[config.mk]
export PLATFORM = sky130hd
export DESIGN_NAME = dcsk_symbol_sequencer
export DESIGN_NICKNAME = d
export VERILOG_FILES = /design/src/rtl/dcsk_symbol_sequencer_pkg.sv /design/src/rtl/dcsk_chip_counter.sv /design/src/rtl/dcsk_symbol_sequencer.sv
export SDC_FILE = /design/constraint.sdc
export NUM_CORES = 1
export LEC_CHECK = 0
export CAP_MARGIN = 20
export CORE_MARGIN = 2
export CORE_UTILIZATION = 43
export CTS_CLUSTER_DIAMETER = 30
export CTS_CLUSTER_SIZE = 12
export DETAILED_ROUTE_END_ITERATION = 10
export PLACE_DENSITY_LB_ADDON = 0.2
export SYNTH_ARGS = -nofsm -noshare
export SYNTH_HDL_FRONTEND = slang
export SYNTH_SLANG_ARGS = --single-unit
[constraint.sdc]
create_clock -name clk -period 1.84 [get_ports clk]
set_input_delay 0.184 -clock clk [delete_from_list [all_inputs] [get_ports clk]]
set_output_delay 0.184 -clock clk [all_outputs]
set_load 0.02 [all_outputs]
[src/rtl/dcsk_symbol_sequencer_pkg.sv]
// ============================================================================
// Module : dcsk_symbol_sequencer_pkg
// Brief  : Spreading-factor types, chip-count helpers and sequencer state enum.
// Rev    : 1.0
// ============================================================================
`default_nettype none

package dcsk_symbol_sequencer_pkg;

    typedef enum logic [1:0] {
        SF2  = 2'd0,
        SF4  = 2'd1,
        SF8  = 2'd2,
        SF16 = 2'd3
    } sf_t;

    localparam int MAX_HALF_LEN = 16;
    localparam int CHIP_IDX_W   = 4;
    localparam int HALF_LEN_W   = CHIP_IDX_W + 1;

    typedef enum logic [1:0] {
        SEQ_IDLE = 2'd0,
        SEQ_REF  = 2'd1,
        SEQ_DATA = 2'd2
    } dcsk_seq_state_t;

    // Chips per half-symbol: 2 << sf, i.e. 2, 4, 8 or 16.
    function automatic logic [HALF_LEN_W-1:0] sf_half_len(input sf_t sf);
        return HALF_LEN_W'(2) << sf;
    endfunction

endpackage

`default_nettype wire

[src/rtl/dcsk_chip_counter.sv]
// ============================================================================
// Module : dcsk_chip_counter
// Brief  : Chip index counter shared by the REF and DATA halves of a symbol.
// Rev    : 1.0
// ============================================================================
`default_nettype none

module dcsk_chip_counter
    import dcsk_symbol_sequencer_pkg::*;
(
    input  logic                  clk,
    input  logic                  rst,
    input  logic                  i_clr,
    input  logic                  i_inc,
    input  logic [HALF_LEN_W-1:0] i_limit,
    output logic [CHIP_IDX_W-1:0] o_cnt,
    output logic                  o_last
);

    logic [CHIP_IDX_W-1:0] r_cnt;
    logic [HALF_LEN_W-1:0] w_limit_m1;

    assign w_limit_m1 = i_limit - HALF_LEN_W'(1);
    assign o_last     = (HALF_LEN_W'(r_cnt) == w_limit_m1);
    assign o_cnt      = r_cnt;

    // Wrapping at the last chip lets a half hand over straight to the next one.
    always_ff @(posedge clk or posedge rst) begin
        if (rst) begin
            r_cnt <= '0;
        end else if (i_clr) begin
            r_cnt <= '0;
        end else if (i_inc) begin
            r_cnt <= o_last ? '0 : r_cnt + CHIP_IDX_W'(1);
        end
    end

endmodule

`default_nettype wire

[src/rtl/dcsk_symbol_sequencer.sv]
// ============================================================================
// Module : dcsk_symbol_sequencer
// Brief  : Per-bit DCSK symbol control: REF half (send/store chaos), DATA half
//          (replay stored chips with bit polarity).
// Rev    : 1.0
// ============================================================================
`default_nettype none

module dcsk_symbol_sequencer
    import dcsk_symbol_sequencer_pkg::*;
#(
    parameter int SYM_CNT_W = 16
) (
    input  logic                  clk,
    input  logic                  rst,
    input  logic                  en_i,
    input  sf_t                   sf_i,
    input  logic                  bit_valid_i,
    input  logic                  bit_i,
    output logic                  bit_ready_o,
    output logic                  chip_valid_o,
    input  logic                  chip_ready_i,
    output logic                  phase_o,
    output logic [CHIP_IDX_W-1:0] chip_idx_o,
    output logic                  chaos_adv_o,
    output logic                  ref_wr_en_o,
    output logic                  ref_rd_en_o,
    output logic                  polarity_o,
    output logic                  sym_start_o,
    output logic                  sym_end_o,
    output logic                  busy_o,
    output logic [SYM_CNT_W-1:0]  sym_cnt_o
);

    dcsk_seq_state_t       r_state;
    dcsk_seq_state_t       w_state_nxt;
    logic                  r_bit;
    sf_t                   r_sf;
    logic [SYM_CNT_W-1:0]  r_sym_cnt;

    logic [HALF_LEN_W-1:0] w_half_len;
    logic [CHIP_IDX_W-1:0] w_cnt;
    logic                  w_last;
    logic                  w_acc;
    logic                  w_bit_acc;
    logic                  w_bit_ready;
    logic                  w_sym_end;

    assign w_half_len = sf_half_len(r_sf);
    assign w_acc      = chip_valid_o & chip_ready_i;
    assign w_bit_acc  = bit_valid_i & w_bit_ready;

    dcsk_chip_counter u_chip_counter (
        .clk     (clk),
        .rst     (rst),
        .i_clr   (w_bit_acc),
        .i_inc   (w_acc),
        .i_limit (w_half_len),
        .o_cnt   (w_cnt),
        .o_last  (w_last)
    );

    always_ff @(posedge clk or posedge rst) begin
        if (rst) begin
            r_state <= SEQ_IDLE;
        end else begin
            r_state <= w_state_nxt;
        end
    end

    always_comb begin
        w_state_nxt = r_state;
        case (r_state)
            SEQ_IDLE: begin
                if (w_bit_acc) begin
                    w_state_nxt = SEQ_REF;
                end
            end
            SEQ_REF: begin
                if (w_acc && w_last) begin
                    w_state_nxt = SEQ_DATA;
                end
            end
            SEQ_DATA: begin
                if (w_acc && w_last) begin
                    w_state_nxt = w_bit_acc ? SEQ_REF : SEQ_IDLE;
                end
            end
            default: w_state_nxt = SEQ_IDLE;
        endcase
    end

    // bit_ready is held low while reset is applied so every output reads 0.
    always_comb begin
        w_bit_ready  = 1'b0;
        chip_valid_o = 1'b0;
        phase_o      = 1'b0;
        chaos_adv_o  = 1'b0;
        ref_wr_en_o  = 1'b0;
        ref_rd_en_o  = 1'b0;
        polarity_o   = 1'b0;
        sym_start_o  = 1'b0;
        w_sym_end    = 1'b0;
        case (r_state)
            SEQ_IDLE: begin
                w_bit_ready = en_i & ~rst;
            end
            SEQ_REF: begin
                chip_valid_o = 1'b1;
                chaos_adv_o  = w_acc;
                ref_wr_en_o  = w_acc;
                sym_start_o  = w_acc & (w_cnt == '0);
            end
            SEQ_DATA: begin
                chip_valid_o = 1'b1;
                phase_o      = 1'b1;
                polarity_o   = r_bit;
                ref_rd_en_o  = w_acc;
                w_sym_end    = w_acc & w_last;
                w_bit_ready  = en_i & ~rst & w_acc & w_last;
            end
            default: begin
                w_bit_ready = 1'b0;
            end
        endcase
    end

    always_ff @(posedge clk or posedge rst) begin
        if (rst) begin
            r_bit <= 1'b0;
            r_sf  <= SF2;
        end else if (w_bit_acc) begin
            r_bit <= bit_i;
            r_sf  <= sf_i;
        end
    end

    always_ff @(posedge clk or posedge rst) begin
        if (rst) begin
            r_sym_cnt <= '0;
        end else if (w_sym_end) begin
            r_sym_cnt <= r_sym_cnt + SYM_CNT_W'(1);
        end
    end

    assign bit_ready_o = w_bit_ready;
    assign sym_end_o   = w_sym_end;
    assign chip_idx_o  = w_cnt;
    assign busy_o      = (r_state != SEQ_IDLE);
    assign sym_cnt_o   = r_sym_cnt;

endmodule

`default_nettype wire

==> run_results.csv, run 1 <==
group,metric,value,unit
logic_synthesis,gate_count_of_the_mapped_netlist,130,
final_layout,drive_gt1_share,36.1,%
final_layout,final_common_cell,"sky130_fd_sc_hd__clkdlybuf4s50_1",
setup_path,worst-endpoint-required,1.66,ns
pwr,clockPowerShare,12.0,%
logic_synthesis,yosysUniqueCellTypes,38,
place,detailed_place.area,2010,sq um
drt,drtPass1Iterations,4,
setup_path,worst-path-max-fanout,2,
final_layout,most-common-layout-cells,"27 x sky130_fd_sc_hd__clkdlybuf4s50_1, 24 x sky130_fd_sc_hd__buf_4, 24 x sky130_fd_sc_hd__dfrtp_1, 11 x sky130_fd_sc_hd__xnor2_1",
setup_path,r2r.worst_path.cells,6,
logic_synthesis,leading_post_synthesis_cells_by_cell_area,"sky130_fd_sc_hd__dfrtp_1 44%, sky130_fd_sc_hd__xnor2_1 6.8%, sky130_fd_sc_hd__ha_1 6.2%, sky130_fd_sc_hd__mux2_4 4.2%, sky130_fd_sc_hd__nand4_1 4.0%",
die,io-pin-count,38,
grt,grt.overflow.total,0,
setup_path,critical-path-top-cell-by-count,"sky130_fd_sc_hd__inv_2",
clock_network,cts_made_buffers,3,
timing,finClkSkew,0.00749,ns
drt,detail_route.drc_violations,0,
grt,grt_antenna_before_repair,0,
setup_path,worst_setup_path_start_kind,"flip-flop",
clock_network,clock_sink_count,25,
run_status,run_status,"complete, but fails checks",
setup_path,end_of_the_worst_register_to_register_path,"r_sf[0]",
grt,first_pass_grt_wire_length,5680,microns
logic_synthesis,post_synth.cell_area_avg,10.9,sq um
pwr,ir_worst_vdd,0.000824,V
drt,antenna_violating_nets_post_route,0,
drt,route.vias.total,1211,
setup_path,arrival,1.82,ns
drt,via_per_inst,5.09,
timing,final.setup.tns,-1.19,ns
final_layout,nets,210,
die,floorplan.core_area,3100,sq um
setup_path,r2r-start,"u_chip_counter.o_cnt[3]",
pwr,switching_power,770,uW
grt,largest_net_degree_at_the_start_of_global_routing,24,
pwr,power_density,977,nW/um^2
drt,drt_iter0_markers,28,
pwr,cellInternalPower,1290,uW
setup_path,reg2reg_slack,-0.16,ns
timing,post-route-period-util,109,%
flow_run,timing.max_cap.violations,0,
setup_path,critical_path_cell_by_cell,"inv_2, ha_4, and3_4, and2_4, o21ai_4, inv_2, o211a_1, buf_6",
setup_path,timing.critical_path.to_type,"output pin",
final_layout,multi_input_gate_area_in_the_final_layout,795,sq um
place,globalplace.congestion,0.892,
run_status,failed_checks,"negative setup slack",
logic_synthesis,netlist_area,1410,sq um
clock_network,ctsLongestPathBuffers,2,
die,design.die.area,3760,sq um
logic_synthesis,synth_seq_cells,25,
clock_network,clock-root-buffer,"sky130_fd_sc_hd__clkbuf_4",
die,die-height,61.3,microns
drt,routed_wl,3400,microns
timing,worst_slack,-0.166,ns
grt,grt_util_all_layers,20.6,%
logic_synthesis,synth_top_area_share,44.2,%
final_layout,num-fill-cells,272,
final_layout,final_area,2110,sq um
timing,timing.hold.ws,0.208,ns
min_path,hp-class,"in -> async",
timing,final_count_of_negative_setup_slack_endpoints,17,
logic_synthesis,yosysWarnings,0,
timing,rsz0062_at_grt,"yes",
pwr,p_leak,0.000981,uW
final_layout,regArea,627,sq um
setup_path,crit_path_largest_cell_delay,0.41,ns
setup_path,critPathSlowestCell,"sky130_fd_sc_hd__dfrtp_1",
timing,slew_headroom,79.1,%
place,detailed_place_hpwl,2600,microns
logic_synthesis,synthDominantAreaCellType,"sky130_fd_sc_hd__dfrtp_1",
final_layout,layout-area-overhead-vs-synth,49.3,%
die,die_width,61.3,microns
timing,final_period_minus_worst_setup_slack,2.01,ns
clock_network,clock_latency,0.32,ns
die,floorplan.rows,20,
pwr,power_switching_share,37.3,%
setup_path,critical_path_class,"reg -> out",
clock_network,path_clk_slew,0.13,ns
pwr,p_seq_share,35.1,%
pwr,pwr-share-comb,52.9,%
clock_network,cts_hold_buffers_added,0,
logic_synthesis,seq_area_frac_synth,44.2,%
clock_network,cts_tree,"yes",
clock_network,htreeDepth,1,
timing,hold_violations,0,
die,starting_utilization_of_the_core_area,45.6,%
grt,grt_pass1_vias,1215,
timing,tightestPinTransition,0.313,ns
logic_synthesis,synthesis.nets,145,
timing,timing_max_transition_violations_final,0,
place,io_buffers,37,
drt,post_drt_wl_per_cell,14.3,microns
final_layout,n_antenna_cell,0,
timing,fmaxAchievable,498,MHz
-- logic make-up after synthesis --
logic type	count (synthesis)	synth area share, %
compound gates	14	10.0
fa+ha+maj	7	6.19
simple gates	50	19.6
flops	25	44.2
xor+xnor	16	9.91
buf+inv	12	4.25
mux	6	5.75
-- final cells by class --
class / count / area share (%)
Clock buffer: 4 / 1.24
Inverter: 7 / 1.24
Multi-Input combinational cell: 93 / 37.6
Sequential cell: 25 / 29.7
Tap cell: 44 / 2.61
Timing Repair Buffer: 65 / 27.6
-- per-layer routing --
layer,GRT usage (%),share of wire [%],vias to the layer above
met2,32.5,48,28
li1,-,-,585
met4,5.47,1.7,0
met5,0,0,-
met1,28.4,47,591
met3,5.25,3.9,7
-- critical path, delay by kind of cell (launching register included) --
family | cells | cell delay (ns)
fa+ha+maj | 1 | 0.20
compound gates | 2 | 0.27
flops | 1 | 0.41
simple gates | 2 | 0.35
buf+inv | 3 | 0.27
-- metrics by stage --
step           utilization (%)  setup slack, ns  std cells  power (uW)
3_3_place_gp              64.6           -0.257        229        1730
5_1_grt                   68.0           -0.240        238        2190
2_1_floorplan                -           -0.234        130        1320
6_report                  68.0           -0.166        238        2060
3_5_place_dp              64.6           -0.265        229        1760
4_1_cts                   66.4           -0.211        235        2000
-- sequential cells by signal, indices dropped and copies added (netlist names) --
| name | cells |
|---|---|
| u_chip_counter.o_cnt | 4 |
| sym_cnt_o | 16 |
| r_bit | 1 |
| r_sf | 2 |
| r_state | 2 |
-- repair_timing --
item | in CTS | in global routing
resized for setup | 40 | 12
setup buffers | 2 | 3
cloned | 1 | 0
hold endpoints to repair | 0 | 0
endpoints found under the setup margin | 30 | 29
pin swaps | 5 | 4
-- cell usage after synthesis (all sizes together) --
cell and count:
nand3 6, dfrtp 25, inv 7, ha 7, nand4b 1, a22o 2
mux2 5, nand4 9, or3 1, buf 3, o32ai 1, and4 1
mux2i 1, a22oi 1, and3 8, clkbuf 2, a21oi 4, or2 1
xnor2 11, xor2 5, or4 1, and2 3, o211a 1, nor3 2
nand2 8, nor2 9, o21ai 4, a211oi 1
-- how the worst max path moves through the flow --
stage / from / slack, ns / cells past startpoint / endpoint
3_5_place_dp: u_chip_counter.o_cnt[2] / -0.26 / 6 / bit_ready_o
3_3_place_gp: u_chip_counter.o_cnt[2] / -0.26 / 6 / bit_ready_o
5_1_grt: u_chip_counter.o_cnt[3] / -0.24 / 6 / bit_ready_o
6_report: r_state[0] / -0.17 / 8 / bit_ready_o
4_1_cts: u_chip_counter.o_cnt[3] / -0.21 / 6 / bit_ready_o
2_1_floorplan: u_chip_counter.o_cnt[2] / -0.23 / 6 / r_bit
-- power groups by stage --
stage	clock network, uW	registers, uW	logic [uW]
after CTS	257	722	1020
after detailed placement	0	728	1030
after floorplan	0	813	502
after global placement	0	726	1000
final	248	723	1090
after global routing	275	733	1180
Power figures use the tool's default switching activity.
==> run 2: changes to the inputs <==
--- a/config.mk
+++ b/config.mk
@@ -12,6 +12,8 @@
 export CTS_CLUSTER_SIZE = 12
 export DETAILED_ROUTE_END_ITERATION = 10
 export PLACE_DENSITY_LB_ADDON = 0.2
+export REMOVE_ABC_BUFFERS = 1
 export SYNTH_ARGS = -nofsm -noshare
 export SYNTH_HDL_FRONTEND = slang
+export SYNTH_HIERARCHICAL = 1
 export SYNTH_SLANG_ARGS = --single-unit
==> run 2 against run 1 <==
Net effect:
- the flow still finishes with violations (negative setup slack)
- global-route usage decreased by 1.8 points
- clock skew shrank 0.0061 ns
- die area rose by 2.1%
- worst hold slack got worse by 0.074 ns
- register-to-register slack worse by 0.60 ns
- first-iteration DRC count up 50%
- count of clock-buffer cells in the layout shrank 1
- sequential cell count stayed put
- sequential power is 0.7% higher
- total power rose by 38%
- via count up 3.3%
- synthesized cell count rose by 3.1%
- critical endpoint unchanged
- largest power group unchanged
==> run_results.csv, run 2 <==
group,metric,value,unit
final_layout,drive_gt1_share,38.8,%
drt,drtPass1Iterations,4,
pwr,ir_worst_vdd,0.000636,V
drt,post_drt_wl_per_cell,13.4,microns
die,starting_utilization_of_the_core_area,44.0,%
timing,worst_slack,-0.787,ns
logic_synthesis,yosysWarnings,6,
clock_network,clock-root-buffer,"sky130_fd_sc_hd__clkbuf_4",
logic_synthesis,gate_count_of_the_mapped_netlist,134,
grt,largest_net_degree_at_the_start_of_global_routing,22,
logic_synthesis,netlist_area,1450,sq um
setup_path,critical-path-top-cell-by-count,"sky130_fd_sc_hd__buf_6",
min_path,hp-class,"in -> async",
place,io_buffers,37,
setup_path,critical_path_sink,"bit_ready_o",
final_layout,layout-area-overhead-vs-synth,58.0,%
final_layout,n_antenna_cell,0,
grt,grt_util_all_layers,18.9,%
die,design.die.area,3840,sq um
drt,drt_iter0_markers,42,
place,detailed_place.area,2050,sq um
logic_synthesis,postSynth.topFlopCell,"sky130_fd_sc_hd__dfrtp_1",
drt,routed_wl,3430,microns
drt,via_per_inst,4.91,
setup_path,critical_path_cell_by_cell,"buf_6, nor2b_4, buf_6, xnor2_4, xnor2_2, nor4_4, nand4_4, inv_2, nor2_2, nor3b_2, buf_4",
final_layout,number_of_flip_flops_in_the_largest_register,16,
setup_path,critical_path_class,"reg -> out",
setup_path,worst-path-max-fanout,4,
final_layout,most-common-layout-cells,"28 x sky130_fd_sc_hd__clkdlybuf4s50_1, 28 x sky130_fd_sc_hd__buf_4, 25 x sky130_fd_sc_hd__dfrtp_1, 12 x sky130_fd_sc_hd__nand2_1, 11 x sky130_fd_sc_hd__xnor2_1",
logic_synthesis,synth_top_area_share,43.3,%
drt,detail_route.drc_violations,0,
clock_network,clock_latency,0.31,ns
grt,grt_pass1_vias,1183,
logic_synthesis,leading_post_synthesis_cells_by_cell_area,"sky130_fd_sc_hd__dfrtp_1 43%, sky130_fd_sc_hd__xnor2_1 7.9%, sky130_fd_sc_hd__ha_1 6.1%, sky130_fd_sc_hd__xor2_1 4.2%, sky130_fd_sc_hd__mux2_2 3.1%",
final_layout,final_area,2280,sq um
place,preCtsSetupSlack,-1.06,ns
grt,first_pass_grt_wire_length,5380,microns
setup_path,timing.critical_path.to_type,"output pin",
grt,grt_antenna_before_repair,0,
logic_synthesis,async_flop_share,100,%
die,die-height,62.0,microns
setup_path,r2r-start,"r_sf[0]",
timing,timing_max_transition_violations_final,0,
setup_path,arrival,2.44,ns
logic_synthesis,count_of_flip_flops_with_a_built_in_enable_after_synthesis,0,
final_layout,fin_cells,255,
timing,final_count_of_negative_setup_slack_endpoints,27,
die,floorplan.rows,21,
setup_path,worst_setup_path_startpoint,"r_sf[0]",
timing,hold_violations,0,
clock_network,clock_sink_count,25,
flow_run,timing.max_cap.violations,0,
timing,finClkSkew,0.00142,ns
clock_network,cts_tree,"yes",
pwr,power_density,1250,nW/um^2
setup_path,r2r.worst_path.cells,11,
timing,final.setup.tns,-15.96,ns
setup_path,critPathSlowestCell,"sky130_fd_sc_hd__dfrtp_1",
run_status,run_status,"complete, but fails checks",
logic_synthesis,yosysUniqueCellTypes,38,
place,globalplace.congestion,0.781,
logic_synthesis,post_synth.cell_area_avg,10.8,sq um
timing,post-route-period-util,143,%
pwr,fin_total_pwr,2850,uW
place,placed_cells,241,
die,floorplan.core_area,3280,sq um
timing,fmaxAchievable,381,MHz
setup_path,worst_setup_path_start_kind,"flip-flop",
logic_synthesis,seq_area_frac_synth,43.3,%
timing,final_period_minus_worst_setup_slack,2.63,ns
logic_synthesis,synthDominantAreaCellType,"sky130_fd_sc_hd__dfrtp_1",
final_layout,nets,225,
clock_network,cts_made_buffers,3,
die,die_width,62.0,microns
run_status,failed_checks,"negative setup slack",
pwr,p_leak,0.00110,uW
drt,route.vias.total,1251,
timing,rsz0062_at_grt,"yes",
grt,grt.overflow.total,0,
clock_network,path_clk_slew,0.13,ns
setup_path,end_of_the_worst_register_to_register_path,"sym_cnt_o[11]",
logic_synthesis,synth_seq_cells,25,
drt,antenna_violating_nets_post_route,0,
place,detailed_place_hpwl,2510,microns
logic_synthesis,netlist_top_cells_count,"25 x sky130_fd_sc_hd__dfrtp_1, 13 x sky130_fd_sc_hd__xnor2_1, 12 x sky130_fd_sc_hd__nand2_1",
logic_synthesis,most_used_standard_cell_by_instance_count_after_synthesis,"sky130_fd_sc_hd__dfrtp_1",
die,io-pin-count,38,
setup_path,reg2reg_slack,-0.76,ns
setup_path,worst-endpoint-required,1.66,ns
setup_path,crit_path_largest_cell_delay,0.42,ns
clock_network,ctsLongestPathBuffers,2,
clock_network,htreeDepth,1,
-- run 2: cell types whose count changed in the layout (fill, tap and decap cells not counted), moves of 3 or more --
| cell | change |
|---|---|
| sky130_fd_sc_hd__buf_4 | +4 |
| sky130_fd_sc_hd__and3_4 | -3 |
| sky130_fd_sc_hd__nand4_1 | -6 |
| sky130_fd_sc_hd__conb_1 | +3 |
| sky130_fd_sc_hd__buf_6 | +3 |
| sky130_fd_sc_hd__nand2_1 | +6 |
| sky130_fd_sc_hd__nor2_1 | -4 |
-- run 2: worst min path at each step --
stage	from	slack (ns)	cells after the start	endpoint
after floorplan	rst	-0.05	1	u_chip_counter/o_cnt[0]
after global routing	rst	0.15	2	u_chip_counter/o_cnt[2]
after CTS	rst	0.13	2	u_chip_counter/o_cnt[2]
after global placement	rst	0.44	2	u_chip_counter/o_cnt[2]
final	rst	0.13	2	u_chip_counter/o_cnt[2]
after detailed placement	rst	0.46	2	u_chip_counter/o_cnt[2]
-- run 2: kinds of logic (layout without fill, tap and decap cells) --
kind of cell    count (synthesis)  count (layout)  synth area share [%]
compound gates                  9               9                  5.11
xor+xnor                       22              22                  14.4
fa+ha+maj                       7               7                  6.06
buf+inv                        11              84                  3.12
flops                          25              25                  43.3
mux                             4               4                  3.12
other cells                     1               3                 0.259
simple gates                   55              55                  24.7
-- run 2: what timing repair did --
item,in CTS,in global routing
hold buffers,0,0
pin swaps,5,10
setup buffers,7,6
endpoints found under the setup margin,34,33
resized for setup,45,27
-- run 2: layout make-up --
cell class / count / area [sq um]
fillers: 253 / 1000
multi-input cells: 100 / 902
repair buffers: 71 / 637
flip-flops and latches: 25 / 626
well taps: 46 / 57.6
inverters: 9 / 33.8
clock buffers: 3 / 22.5
clock inverters: 1 / 5.00
-- run 2: metrics by stage --
step / util [%] / hold slack [ns]
2_1_floorplan: - / -0.0499
3_3_place_gp: 62.4 / 0.443
3_5_place_dp: 62.4 / 0.461
4_1_cts: 66.2 / 0.128
5_1_grt: 69.5 / 0.154
6_report: 69.5 / 0.134
-- run 2: power by group --
part | total (uW) | internal, uW | switching [uW]
clock network | 233 | 81.1 | 152
logic | 1890 | 1020 | 876
registers | 728 | 645 | 83.1
-- run 2: per-layer routing --
metal  track usage, %  wire, microns
met5                0              0
met4             3.95             24
met3             2.28             98
met2             33.8           1860
met1             24.4           1450
-- run 2: worst max-delay path, delay by kind of cell (launching register included) --
kind | cells | cell delay (ns)
and+or+nand+nor | 5 | 0.91
buffers and inverters | 4 | 0.51
DFF | 1 | 0.42
xor gates and xnor gates | 2 | 0.28
==> run 3: changes to the inputs <==
--- a/config.mk
+++ b/config.mk
@@ -7,10 +7,12 @@
 export LEC_CHECK = 0
 export CAP_MARGIN = 20
 export CORE_MARGIN = 2
-export CORE_UTILIZATION = 43
+export CORE_UTILIZATION = 55
+export CTS_BUF_LIST = sky130_fd_sc_hd__clkbuf_8
 export CTS_CLUSTER_DIAMETER = 30
 export CTS_CLUSTER_SIZE = 12
 export DETAILED_ROUTE_END_ITERATION = 10
+export DONT_BUFFER_PORTS = 1
 export PLACE_DENSITY_LB_ADDON = 0.2
 export REMOVE_ABC_BUFFERS = 1
 export SYNTH_ARGS = -nofsm -noshare
==> constraint.sdc (replaced) <==
create_clock -name clk -period 3.1 [get_ports clk]
set_input_delay 0.31 -clock clk [delete_from_list [all_inputs] [get_ports clk]]
set_output_delay 0.31 -clock clk [all_outputs]
set_load 0.02 [all_outputs]
==> run 3 against run 2 <==
Net effect:
- the flow now finishes without violations
- combinational power decreased by 71%
- clock skew increased by 0.0076 ns
- utilization decreased by 5.7 points
- register-to-register slack improved by 1.2 ns
- critical endpoint unchanged
==> run_results.csv, run 3 (synthesized netlist as in run 2, its figures left out) <==
group,metric,value,unit
timing,slew_headroom,66.9,%
drt,post_drt_wl_per_cell,15.4,microns
min_path,hp-class,"in -> reg",
clock_network,cts_made_buffers,3,
place,globalplace.congestion,0.787,
setup_path,worst-endpoint-required,2.79,ns
final_layout,finish.utilization,63.8,%
grt,grt_antenna_before_repair,0,
pwr,p_leak,0.000759,uW
final_layout,multi_input_gate_area_in_the_final_layout,790,sq um
final_layout,n_antenna_cell,0,
pwr,power_density,785,nW/um^2
setup_path,worst-path-max-fanout,7,
grt,grt_pass1_vias,918,
timing,timing_max_transition_violations_final,0,
die,design.die.area,3050,sq um
final_layout,regArea,626,sq um
place,detailed_place.area,1510,sq um
setup_path,timing.critical_path.to_type,"output pin",
final_layout,final_common_cell,"sky130_fd_sc_hd__dfrtp_1",
clock_network,cts_tree,"yes",
setup_path,worst_setup_path_start_kind,"flip-flop",
timing,fmaxAchievable,352,MHz
die,io-pin-count,38,
die,floorplan.core_area,2480,sq um
timing,timing.hold.ws,0.185,ns
timing,final.setup.tns,0,ns
final_layout,nets,160,
setup_path,critical_path_class,"reg -> out",
place,detailed_place_hpwl,2020,microns
timing,post-route-period-util,91.5,%
die,die-height,55.3,microns
timing,rsz0062_at_grt,"no",
timing,tightestPinTransition,0.492,ns
clock_network,clock-root-buffer,"sky130_fd_sc_hd__clkbuf_8",
timing,finClkSkew,0.00900,ns
pwr,ir_worst_vdd,0.000650,V
final_layout,drive_gt1_share,19.4,%
grt,first_pass_grt_wire_length,4400,microns
drt,drt_iter0_markers,44,
timing,final_count_of_negative_setup_slack_endpoints,0,
run_status,run_status,"finished, final reports clean",
drt,via_per_inst,5.64,
timing,hold_violations,0,
drt,antenna_violating_nets_post_route,0,
grt,grt_util_all_layers,17.9,%
die,die_width,55.3,microns
drt,detail_route.drc_violations,0,
flow_run,timing.max_cap.violations,0,
grt,grt.overflow.total,0,
drt,drtPass1Iterations,4,
clock_network,path_clk_slew,0.09,ns
timing,final_period_minus_worst_setup_slack,2.84,ns
final_layout,final_area,1580,sq um
final_layout,layout-area-overhead-vs-synth,9.35,%
final_layout,number_of_flip_flops_in_the_largest_register,16,
final_layout,most-common-layout-cells,"25 x sky130_fd_sc_hd__dfrtp_1, 13 x sky130_fd_sc_hd__xnor2_1, 12 x sky130_fd_sc_hd__nand2_1, 9 x sky130_fd_sc_hd__inv_1",
drt,routed_wl,2680,microns
grt,largest_net_degree_at_the_start_of_global_routing,22,
clock_network,clock_latency,0.27,ns
die,starting_utilization_of_the_core_area,58.3,%
pwr,fin_total_pwr,1240,uW
drt,route.vias.total,982,
place,io_buffers,0,
final_layout,num-fill-cells,208,
setup_path,arrival,2.53,ns
die,floorplan.rows,18,
clock_network,htreeDepth,1,
clock_network,clock_sink_count,25,
clock_network,ctsLongestPathBuffers,2,
[run 3: area by class of cell]
type	count	area share, %
clock buffers	3	2.61
clock inverters	1	0.317
inverters	9	2.14
multi-input cells	100	50.0
flip-flops and latches	25	39.6
well taps	30	2.38
repair buffers	6	3.01
[run 3: timing repair]
| item | CTS | global route |
|---|---|---|
| hold buffers | 1 | 0 |
| setup endpoints to repair | 0 | 1 |
| setup buffers | 0 | 1 |
| resized for setup | 0 | 2 |
| hold endpoints to repair | 25 | 0 |
[run 3: report_power, final]
| part | leakage, uW | switching [uW] | internal [uW] |
|---|---|---|---|
| registers | 0.000339 | 111 | 382 |
| clock network | 0.0000255 | 106 | 89.9 |
| logic | 0.000395 | 322 | 230 |
[run 3: critical path, cell delays in order (launching register included)]
cell                      delay (ns)
sky130_fd_sc_hd__dfrtp_1        0.42
sky130_fd_sc_hd__nor2_2         0.15
sky130_fd_sc_hd__inv_1          0.06
sky130_fd_sc_hd__ha_1           0.28
sky130_fd_sc_hd__xor2_1         0.14
sky130_fd_sc_hd__nand2_1        0.11
sky130_fd_sc_hd__nor4_4         0.37
sky130_fd_sc_hd__nand4_4        0.21
sky130_fd_sc_hd__inv_1          0.12
sky130_fd_sc_hd__nor2_1         0.09
sky130_fd_sc_hd__nor3b_2        0.16
sky130_fd_sc_hd__buf_4          0.16
[run 3: path summary, 6_finish.rpt]
check,from,endpoint,slack (ns),cells after the start
worst max-delay path,r_sf[0],bit_ready_o,0.26,11
worst min-delay path,sf_i[1],r_sf[1],0.19,1
worst max register to register,r_sf[0],sym_cnt_o[14],0.42,10
worst min register to register,r_bit,r_bit,0.54,1
max in group asynchronous,rst,sym_cnt_o[5],2.31,3
min in group asynchronous,rst,u_chip_counter/o_cnt[1],0.40,2
[run 3: per-stage QoR]
stage	worst slack [ns]	instances
after detailed placement	0.429	168
after global routing	0.0448	174
after floorplan	0.0938	134
after global placement	0.447	168
final	0.263	174
after CTS	0.194	173
[run 3: routing by layer]
| metal | vias to the layer above | track usage [%] | wire length [microns] |
|---|---|---|---|
| li1 | 470 | - | - |
| met5 | - | 0 | 0 |
| met1 | 474 | 23.2 | 1160 |
| met3 | 2 | 4.22 | 179 |
| met2 | 36 | 29.1 | 1330 |
| met4 | 0 | 6.62 | 17 |
